$ cat src/rtl/i2c_req_arbiter_if.sv
// i2c_req_arbiter_if: requester handshakes and I2C driver bus shared by the arbiter and its clients.
interface i2c_req_arbiter_if;
    logic        wr_req;
    logic [15:0] wr_addr;
    logic [7:0]  wr_data;
    logic        wr_gnt;
    logic        wr_done;
    logic        rd_req;
    logic [15:0] rd_addr;
    logic        rd_gnt;
    logic        rd_done;
    logic [7:0]  rd_data;
    logic        i2c_exec;
    logic        i2c_rh_wl;
    logic [15:0] i2c_addr;
    logic [7:0]  i2c_data_w;
    logic        i2c_done;
    logic [7:0]  i2c_data_r;
    logic        i2c_ack;
    logic        busy;
    logic        err;

    modport slave (
        input  wr_req, wr_addr, wr_data, rd_req, rd_addr, i2c_done, i2c_data_r, i2c_ack,
        output wr_gnt, wr_done, rd_gnt, rd_done, rd_data, i2c_exec, i2c_rh_wl, i2c_addr,
               i2c_data_w, busy, err
    );

    modport master (
        output wr_req, wr_addr, wr_data, rd_req, rd_addr, i2c_done, i2c_data_r, i2c_ack,
        input  wr_gnt, wr_done, rd_gnt, rd_done, rd_data, i2c_exec, i2c_rh_wl, i2c_addr,
               i2c_data_w, busy, err
    );
endinterface

$ cat src/rtl/i2c_req_arbiter.sv
// i2c_req_arbiter: round-robin arbiter serving one EEPROM write or read requester at a time on a single I2C driver.
// Optional watchdog on i2c_done enabled by defining I2C_ARB_TIMEOUT_EN.
module i2c_req_arbiter #(
    parameter int WR_WAIT_CYC = 250000,
    parameter int TIMEOUT_CYC = 1000000
) (
    input logic              clk,
    input logic              rstn,
    i2c_req_arbiter_if.slave bus
);
    typedef enum logic [1:0] {IDLE, ISSUE, WAIT_DONE, WR_GAP} state_t;

    localparam int CW = $clog2((WR_WAIT_CYC > TIMEOUT_CYC ? WR_WAIT_CYC : TIMEOUT_CYC) + 1);
    localparam logic [CW-1:0] GAP_LAST = CW'(WR_WAIT_CYC - 1);
`ifdef I2C_ARB_TIMEOUT_EN
    localparam logic [CW-1:0] TO_LAST = CW'(TIMEOUT_CYC - 1);
`endif

    state_t        state;
    logic [CW-1:0] cnt;
    logic          last_rd;
    logic          pick_rd;

    assign pick_rd = bus.rd_req && (!bus.wr_req || !last_rd);

    // Transaction FSM; the write gap and the watchdog share cnt since they never overlap.
    always_ff @(posedge clk or negedge rstn) begin
        if (!rstn) begin
            state          <= IDLE;
            cnt            <= '0;
            last_rd        <= 1'b1;
            bus.wr_gnt     <= 1'b0;
            bus.rd_gnt     <= 1'b0;
            bus.wr_done    <= 1'b0;
            bus.rd_done    <= 1'b0;
            bus.err        <= 1'b0;
            bus.i2c_exec   <= 1'b0;
            bus.busy       <= 1'b0;
            bus.i2c_rh_wl  <= 1'b0;
            bus.i2c_addr   <= '0;
            bus.i2c_data_w <= '0;
            bus.rd_data    <= '0;
        end else begin
            bus.wr_gnt   <= 1'b0;
            bus.rd_gnt   <= 1'b0;
            bus.wr_done  <= 1'b0;
            bus.rd_done  <= 1'b0;
            bus.err      <= 1'b0;
            bus.i2c_exec <= 1'b0;
            case (state)
                IDLE: if (bus.wr_req || bus.rd_req) begin
                    bus.i2c_rh_wl <= pick_rd;
                    bus.i2c_addr  <= pick_rd ? bus.rd_addr : bus.wr_addr;
                    if (!pick_rd) bus.i2c_data_w <= bus.wr_data;
                    bus.rd_gnt    <= pick_rd;
                    bus.wr_gnt    <= !pick_rd;
                    bus.i2c_exec  <= 1'b1;
                    bus.busy      <= 1'b1;
                    last_rd       <= pick_rd;
                    state         <= ISSUE;
                end
                ISSUE: begin
                    cnt   <= '0;
                    state <= WAIT_DONE;
                end
                WAIT_DONE: if (bus.i2c_done) begin
                    bus.wr_done <= !bus.i2c_rh_wl;
                    bus.rd_done <= bus.i2c_rh_wl;
                    bus.err     <= bus.i2c_ack;
                    if (bus.i2c_rh_wl && !bus.i2c_ack) bus.rd_data <= bus.i2c_data_r;
                    if (!bus.i2c_rh_wl && !bus.i2c_ack) begin
                        cnt   <= '0;
                        state <= WR_GAP;
                    end else begin
                        bus.busy <= 1'b0;
                        state    <= IDLE;
                    end
                end
`ifdef I2C_ARB_TIMEOUT_EN
                else if (cnt == TO_LAST) begin
                    bus.wr_done <= !bus.i2c_rh_wl;
                    bus.rd_done <= bus.i2c_rh_wl;
                    bus.err     <= 1'b1;
                    if (bus.i2c_rh_wl) bus.rd_data <= 8'hFF;
                    bus.busy    <= 1'b0;
                    state       <= IDLE;
                end else cnt <= cnt + CW'(1);
`endif
                WR_GAP: if (cnt == GAP_LAST) begin
                    bus.busy <= 1'b0;
                    state    <= IDLE;
                end else cnt <= cnt + CW'(1);
            endcase
        end
    end
endmodule

$ cat src/flat_wrapper.sv
// flat-port wrapper written by rule: the top's interface ports become plain ports
module i2c_req_arbiter_flat 
#(
    parameter int WR_WAIT_CYC = 250000,
    parameter int TIMEOUT_CYC = 1000000
)
  (clk, rstn, bus_wr_req, bus_wr_addr, bus_wr_data, bus_rd_req, bus_rd_addr, bus_i2c_done, bus_i2c_data_r, bus_i2c_ack, bus_wr_gnt, bus_wr_done, bus_rd_gnt, bus_rd_done, bus_rd_data, bus_i2c_exec, bus_i2c_rh_wl, bus_i2c_addr, bus_i2c_data_w, bus_busy, bus_err);
  i2c_req_arbiter_if bus_i ();
  input logic clk;
  input logic rstn;
  input wire logic [$bits(bus_i.wr_req)-1:0] bus_wr_req;
  input wire logic [$bits(bus_i.wr_addr)-1:0] bus_wr_addr;
  input wire logic [$bits(bus_i.wr_data)-1:0] bus_wr_data;
  input wire logic [$bits(bus_i.rd_req)-1:0] bus_rd_req;
  input wire logic [$bits(bus_i.rd_addr)-1:0] bus_rd_addr;
  input wire logic [$bits(bus_i.i2c_done)-1:0] bus_i2c_done;
  input wire logic [$bits(bus_i.i2c_data_r)-1:0] bus_i2c_data_r;
  input wire logic [$bits(bus_i.i2c_ack)-1:0] bus_i2c_ack;
  output wire logic [$bits(bus_i.wr_gnt)-1:0] bus_wr_gnt;
  output wire logic [$bits(bus_i.wr_done)-1:0] bus_wr_done;
  output wire logic [$bits(bus_i.rd_gnt)-1:0] bus_rd_gnt;
  output wire logic [$bits(bus_i.rd_done)-1:0] bus_rd_done;
  output wire logic [$bits(bus_i.rd_data)-1:0] bus_rd_data;
  output wire logic [$bits(bus_i.i2c_exec)-1:0] bus_i2c_exec;
  output wire logic [$bits(bus_i.i2c_rh_wl)-1:0] bus_i2c_rh_wl;
  output wire logic [$bits(bus_i.i2c_addr)-1:0] bus_i2c_addr;
  output wire logic [$bits(bus_i.i2c_data_w)-1:0] bus_i2c_data_w;
  output wire logic [$bits(bus_i.busy)-1:0] bus_busy;
  output wire logic [$bits(bus_i.err)-1:0] bus_err;
  assign bus_i.wr_req = bus_wr_req;
  assign bus_i.wr_addr = bus_wr_addr;
  assign bus_i.wr_data = bus_wr_data;
  assign bus_i.rd_req = bus_rd_req;
  assign bus_i.rd_addr = bus_rd_addr;
  assign bus_i.i2c_done = bus_i2c_done;
  assign bus_i.i2c_data_r = bus_i2c_data_r;
  assign bus_i.i2c_ack = bus_i2c_ack;
  assign bus_wr_gnt = bus_i.wr_gnt;
  assign bus_wr_done = bus_i.wr_done;
  assign bus_rd_gnt = bus_i.rd_gnt;
  assign bus_rd_done = bus_i.rd_done;
  assign bus_rd_data = bus_i.rd_data;
  assign bus_i2c_exec = bus_i.i2c_exec;
  assign bus_i2c_rh_wl = bus_i.i2c_rh_wl;
  assign bus_i2c_addr = bus_i.i2c_addr;
  assign bus_i2c_data_w = bus_i.i2c_data_w;
  assign bus_busy = bus_i.busy;
  assign bus_err = bus_i.err;
  i2c_req_arbiter #(.WR_WAIT_CYC(WR_WAIT_CYC), .TIMEOUT_CYC(TIMEOUT_CYC)) u_core (.clk(clk), .rstn(rstn), .bus(bus_i));
endmodule
$ cat config.mk
export PLATFORM = sky130hd
export DESIGN_NAME = i2c_req_arbiter_flat
export DESIGN_NICKNAME = d
export VERILOG_FILES = /design/src/rtl/i2c_req_arbiter_if.sv /design/src/rtl/i2c_req_arbiter.sv /design/src/flat_wrapper.sv
export SDC_FILE = /design/constraint.sdc
export NUM_CORES = 1
export LEC_CHECK = 0
export ABC_AREA = 1
export CAP_MARGIN = 20
export CORE_MARGIN = 2
export CORE_UTILIZATION = 47
export DETAILED_ROUTE_END_ITERATION = 8
export PLACE_DENSITY_LB_ADDON = 0.2
export SLEW_MARGIN = 20
export SYNTH_ARGS = -nofsm -noshare
export SYNTH_HDL_FRONTEND = slang
export SYNTH_SLANG_ARGS = --single-unit
$ cat constraint.sdc
create_clock -name clk -period 1.7 [get_ports clk]
set_input_delay 0.51 -clock clk [delete_from_list [all_inputs] [get_ports clk]]
set_output_delay 0.51 -clock clk [all_outputs]
set_load 0.01 [all_outputs]
==> run metrics, run 1 <==
# IOs=94; H-Tree Level Count=3; detailed placement HPWL=about 5200 µm; worst path arrival time=1.80 ns; Leak=between 2 and 2.5 nW; CP required=1.93 ns; Compound-Gate Fraction of Synth Area=4.79%; CP max FO=5; top_reg_cell synth=dfrtp_1; synth unique cells=28; first-pass GRT wire length=between 10000 and 15000 µm; cell taking the most area after synthesis=dfrtp_1; largest cells by area after synthesis=dfrtp_1 51%, nand2_1 20%, nand3_1 6.5%; setup_tns=0 ns; min Tclk post-route=1.58 ns; Row Count=29; synthesized flop and latch total=between 60 and 70; Pins Over Slew Limit=0; first drt pass iteration count=4; Synth Area per Inst=roughly 8 µm²; Reg clk slew, reported paths=0.07 ns; largest net degree at the start of global routing=64; number of flops mapped to enable cells by yosys=0; # fillers=533; core area=about 6300 µm²; Final #Nets=560; max-cap violations=0; initial detailed-routing violation count=85; Ant. Diodes=0; final setup violation count=0; Synth Area in Adders=0.409%; Highest Clock Rate=635 MHz; vias in the first global route=approximately 2900; CTS tree=done; Worst-Margin Slew=0.338 ns; remaining antenna violation count=0; drt total wl=7160 µm; unrepaired setup endpoints after global routing=no; layout cell share with drive strength beyond 1=~10%; Post-Synthesis Cells=392; Pwr Density=approximately 700 nW/µm²; r2r setup slk=0.12 ns; commonest non-fill, non-tap cell in the layout=nand2_1; Hold Crit Class=in2async; simple-gate portion of the synthesized area=35.5%; # Post-CTS Setup Buffers=0; total vias in the final route=2882; Pwr Total=~0.0031 W; Setup WS pre-CTS=-0.218 ns; main combinational cell family by area after synthesis=simple AND/OR/NAND/NOR gates; outcome=finished clean; most frequent cells in the layout=161 x nand2_1, 62 x dfrtp_1, 52 x clkdlybuf4s50_1, 40 x nand3_1, 40 x dlygate4sd2_1; Crit path max-delay family=simple AND/OR/NAND/NOR gates; initial antenna violation count=0; Total GRT Usage=21.6%; Register Area=between 1500 and 2000 µm²; root buffer cell=clkbuf_8; Worst Skew=0.00531 ns; xor/xnor share of the synthesized area=roughly 1.4%; area of the multi-input gates=1310 µm²; Setup Crit Path Kind=reg2reg; Syn Nets=~450; drt wl/cell=12.2 µm; Via density=4.91; Syn. warnings=0; Setup crit start kind=flip-flop; Slew Limit Headroom=77.5%; WP buf/inv=2; maximum VDD drop=0.547 mV; CTS sink count=63; gp weighted congestion=0.852; crit path max-delay cell type=dfrtp_1; die height=roughly 85 µm; mapped cell area=3060 µm²; fin worst setup slack=~0.12 ns; Seq/Total Area, Yosys=51.6%; fraction of synthesized area in multiplexers=0%; CP cell instances=ha_1, nand3_1, inv_1, nand2_1, inv_1, or2_2, nand3_1, nand2_1; Max clock buf depth=2; Async SR Flop Fraction=100%; Area Growth Syn to Fin=42.5%; Initial Util=48.5%; GRT overflow=0; CP max stage delay=~0.40 ns; clk_lat worst skew=0.33 ns; IO buf count=93; Tcrit/Tclk final=92.7%; final-report hold violation count=0; top cell type's share of synthesized area=between 50% and 60%; clock buffer count from CTS=9; die area=7170 µm²; DRC Markers=0; Die Width=84.7 µm; crit end category=flip-flop
==> kinds of logic (layout without fill, tap and decap cells) <==
group                    count (synthesis)  in the layout
XOR/XNOR                                 5              5
AO/OA/AOI/OAI                           28             28
flip-flops                              63             63
buffers and inverters                   42            160
AND/OR/NAND/NOR                        253            253
adder cells (fa/ha/maj)                  1              1
==> area by class of cell <==
class / count / area share [%]
clock buffers: 15 / 3.82
clock inverters: 1 / 0.689
inverters: 34 / 2.93
multi-input cells: 287 / 30.0
flip-flops and latches: 63 / 36.2
well taps: 77 / 2.21
repair buffers: 110 / 24.2
==> stage by stage <==
| step | util (%) | cells | instance area (µm²) | hold WS [ns] |
|---|---|---|---|---|
| 2_1_floorplan | - | 392 | 3060 | 0.214 |
| 3_3_place_gp | 66.4 | 571 | 4200 | 0.453 |
| 3_5_place_dp | 66.4 | 571 | 4200 | 0.449 |
| 4_1_cts | 68.8 | 587 | 4340 | 0.182 |
| 5_1_grt | 69.0 | 587 | 4360 | 0.202 |
| 6_report | 69.0 | 587 | 4360 | 0.172 |
==> timing repair <==
action / in CTS / in global routing
resized for setup: 40 / 4
hold buffers: 0 / 0
endpoints found under the setup margin: 40 / 10
hold endpoints to repair: 0 / 0
==> path summary, 6_finish.rpt <==
path	start	endpoint	cells after the start
max	u_core.cnt[1]	u_core.cnt[8]	8
min reg2reg	u_core.bus.i2c_rh_wl	u_core.bus.wr_done	1
min	rstn	u_core.bus.rd_data[1]	2
max in group asynchronous	rstn	u_core.last_rd	2
min in group clk	u_core.bus.i2c_rh_wl	u_core.bus.wr_done	1
max reg2reg	u_core.cnt[1]	u_core.cnt[8]	8
==> state kept, by name (all words and copies together), names as in the netlist, 2 cells and up <==
register / flops
u_core.bus.i2c_addr: 16
u_core.bus.i2c_data_w: 8
u_core.bus.rd_data: 8
u_core.cnt: 20
u_core.state: 2
==> cell usage after synthesis, types with 2 or more instances <==
cell type    n
o21bai_1     2
inv_2        5
nand2_1    162
nand4_1      4
xor2_1       3
or2_2        5
inv_1       28
o21ai_1     19
nand2_2      3
o21ai_0      5
nand3_1     40
dfrtp_1     62
nor3_4       2
buf_6        3
buf_2        3
nor2_1      32
buf_4        2
xnor2_1      2
==> routing by layer <==
metal / global-route usage [%] / up-vias / wire, µm
met5: 0 / - / 0
met4: 8.23 / 0 / 97
met3: 7.77 / 9 / 571
met2: 35.9 / 81 / 3480
met1: 25.6 / 1328 / 3010
li1: - / 1464 / -
==> power breakdown <==
part | total, W | internal [W] | switching [W]
Combinational | 0.000260 | 0.000160 | 0.0000994
Clock | 0.00131 | 0.000761 | 0.000550
Sequential | 0.00155 | 0.00153 | 0.0000163
No activity file was read; power rests on OpenSTA's default activity.
==> run 2: changes to the inputs <==
- CORE_MARGIN: 2 -> default
- RECOVER_POWER: default -> 50
==> run 2 against run 1 <==
Hold slack better by 0.29 ns. Die area is 4.7% lower. Non-clock buffer count is 2 lower. Via count increased by 0.24%. Wire length grew 4.3%. Largest power group unchanged. Register-to-register slack improved by 0.03 ns. Fmax is 0.47% higher.
==> run metrics, run 2 (same netlist as run 1, synthesis figures left out) <==
Core Util, Final=68.7% (-0.30 points); drt total wl=7470 µm (+4.3%); gp weighted congestion=0.884 (+3.7%); Reg with most FFs=u_core.cnt; Tcrit/Tclk final=92.3% (-0.44 points); Setup Crit Path Kind=in2reg; fin worst setup slack=0.132 ns (+0.00741 ns); largest registers=u_core.cnt (20), u_core.bus.i2c_addr (16); Total GRT Usage=24.5% (+2.9 points); Clock power frac=45.7% (+3.6 points); Worst Skew=0.00510 ns (-0.000216 ns); Pwr Density=764 nW/µm² (+6.8%); crit end category=flip-flop; layout cell share with drive strength beyond 1=9.84% (-0.55 points); FF-to-FF path depth=8 (unchanged); CTS tree=done; r2r setup slk=0.15 ns (+0.03 ns); commonest non-fill, non-tap cell in the layout=nand2_1; die height=82.7 µm (-2.4%); most frequent cells in the layout=163 x nand2_1, 62 x dfrtp_1, 51 x clkdlybuf4s50_1, 40 x nand3_1, 40 x dlygate4sd2_1; # IOs=94 (unchanged); CP max FO=16 (+11); Row Count=29 (unchanged); cell area after layout=4340 µm² (-0.43%); GRT overflow=0 (unchanged); outcome=finished clean; internal power consumption=0.00259 W (+5.5%); Area Growth Syn to Fin=41.9%; H-Tree Level Count=3 (unchanged); initial detailed-routing violation count=182 (+110%); final-report hold violation count=0 (unchanged); Setup crit start kind=primary input; CTS sink count=63 (unchanged); worst path arrival time=1.81 ns (about the same); Die Width=82.7 µm (-2.4%); detailed placement HPWL=5450 µm (+4.3%); largest net degree at the start of global routing=64 (unchanged); CTS Hold Bufs=0 (unchanged); crit path to=u_core.bus.rd_data[7]; Pins Over Slew Limit=0 (unchanged); min Tclk post-route=1.57 ns (-0.00741 ns); initial antenna violation count=0 (unchanged); DRC Markers=0 (unchanged); first drt pass iteration count=4 (unchanged); unrepaired setup endpoints after global routing=no; Final #Nets=558 (-0.36%); max-cap violations=0 (unchanged); Worst-Margin Slew=1.35 ns (+1.02 ns); IO buf count=93 (unchanged); vias in the first global route=2832 (-1.5%); switching pwr=0.000727 W (+9.3%); Reg clk slew, reported paths=0.07 ns (about the same); # Post-CTS Setup Buffers=0 (unchanged); core area=6310 µm² (unchanged); final setup violation count=0 (unchanged); Pwr Total=0.00331 W (+6.3%); Max clock buf depth=2 (unchanged); Initial Util=48.5% (unchanged); Net Sw Frac=21.9% (+0.59 points); placed cell areas=4180 µm² (-0.36%); root buffer cell=clkbuf_8; Ant. Diodes=0 (unchanged); Leak=2.16 nW (-0.25%); max FFs per register=20 (unchanged); CP required=1.94 ns (about the same); Slew Limit Headroom=9.72% (-68 points); total vias in the final route=2889 (+0.24%); Reg power frac=46.7% (-2.9 points); Reg-to-Reg End=u_core.cnt[8]; Setup WS pre-CTS=-0.219 ns (-0.000252 ns); die area=6840 µm² (-4.7%); drt wl/cell=12.8 µm (+4.6%); Highest Clock Rate=638 MHz (+0.47%); Via density=4.94 (+0.59%); Hold Crit Class=reg2reg; Comb pwr share=7.7% (-0.6 points); remaining antenna violation count=0 (unchanged); maximum VDD drop=0.535 mV (-2.2%); setup_tns=0 ns (unchanged); r2r startpoint=u_core.cnt[1]; first-pass GRT wire length=12400 µm (about the same); clock buffer count from CTS=9 (unchanged); crit path from=bus_i2c_done; clk_lat worst skew=0.34 ns (about the same)
run 2: changes by cell type in the layout (fill, tap and decap cells not counted), moves of 2 or more:
cell / delta
inv_2: -2
clkinvlp_4: +2
buf_4: -3
o21ai_1: -3
nand2_2: -2
inv_1: +2
nand2_1: +2
clkbuf_1: -4
o21ai_0: +4
run 2: layer usage:
metal	vias to the layer above	share of wire, %	global-route usage (%)
met5	-	0	0
met4	0	1.1	7.76
met3	9	8.0	10.8
met2	87	50	42.3
met1	1337	41	26.8
li1	1456	-	-
run 2: power by group through the flow:
stage          clock [W]  combinational, W  sequential [W]
2_1_floorplan          0         0.0000340         0.00159
3_3_place_gp           0          0.000283         0.00157
3_5_place_dp           0          0.000287         0.00158
4_1_cts          0.00155          0.000266         0.00155
5_1_grt          0.00160          0.000281         0.00155
6_report         0.00151          0.000254         0.00155
run 2: area by class of cell:
class | instances | area, µm²
clock buffers | 11 | 151
well taps | 77 | 96.3
inverters | 34 | 128
fillers | 554 | 1970
clock inverters | 5 | 80.1
multi-input cells | 287 | 1280
repair buffers | 108 | 1020
flip-flops and latches | 63 | 1580
run 2: worst min path at each step:
| stage | start | end | slack (ns) | depth (start not counted) |
|---|---|---|---|---|
| after floorplan | rstn | u_core.bus.busy | 0.21 | 0 |
| after global placement | u_core.last_rd | u_core.last_rd | 0.45 | 2 |
| after detailed placement | u_core.bus.i2c_rh_wl | u_core.bus.wr_done | 0.46 | 1 |
| after CTS | rstn | u_core.bus.rd_data[4] | 0.17 | 2 |
| after global routing | u_core.last_rd | u_core.last_rd | 0.48 | 2 |
| final | u_core.bus.i2c_rh_wl | u_core.bus.wr_done | 0.46 | 1 |
run 2: timing repair:
| item | 4_1_cts | 5_1_grt |
|---|---|---|
| resized for setup | 40 | 2 |
| pin swaps | 0 | 1 |
| hold endpoints to repair | 0 | 0 |
| endpoints found under the setup margin | 40 | 8 |
run 2: per-stage QoR:
stage,hold WS (ns),instances
2_1_floorplan,0.214,392
3_3_place_gp,0.448,569
3_5_place_dp,0.458,569
4_1_cts,0.171,585
5_1_grt,0.484,585
6_report,0.462,585
run 2: worst max-delay path, stage by stage:
cell and delay [ns]:
dlygate4sd3_1 0.54, clkbuf_4 0.12, nand2_1 0.10, nor3_2 0.21
buf_12 0.17, nand2_1 0.04, o21ai_0 0.10
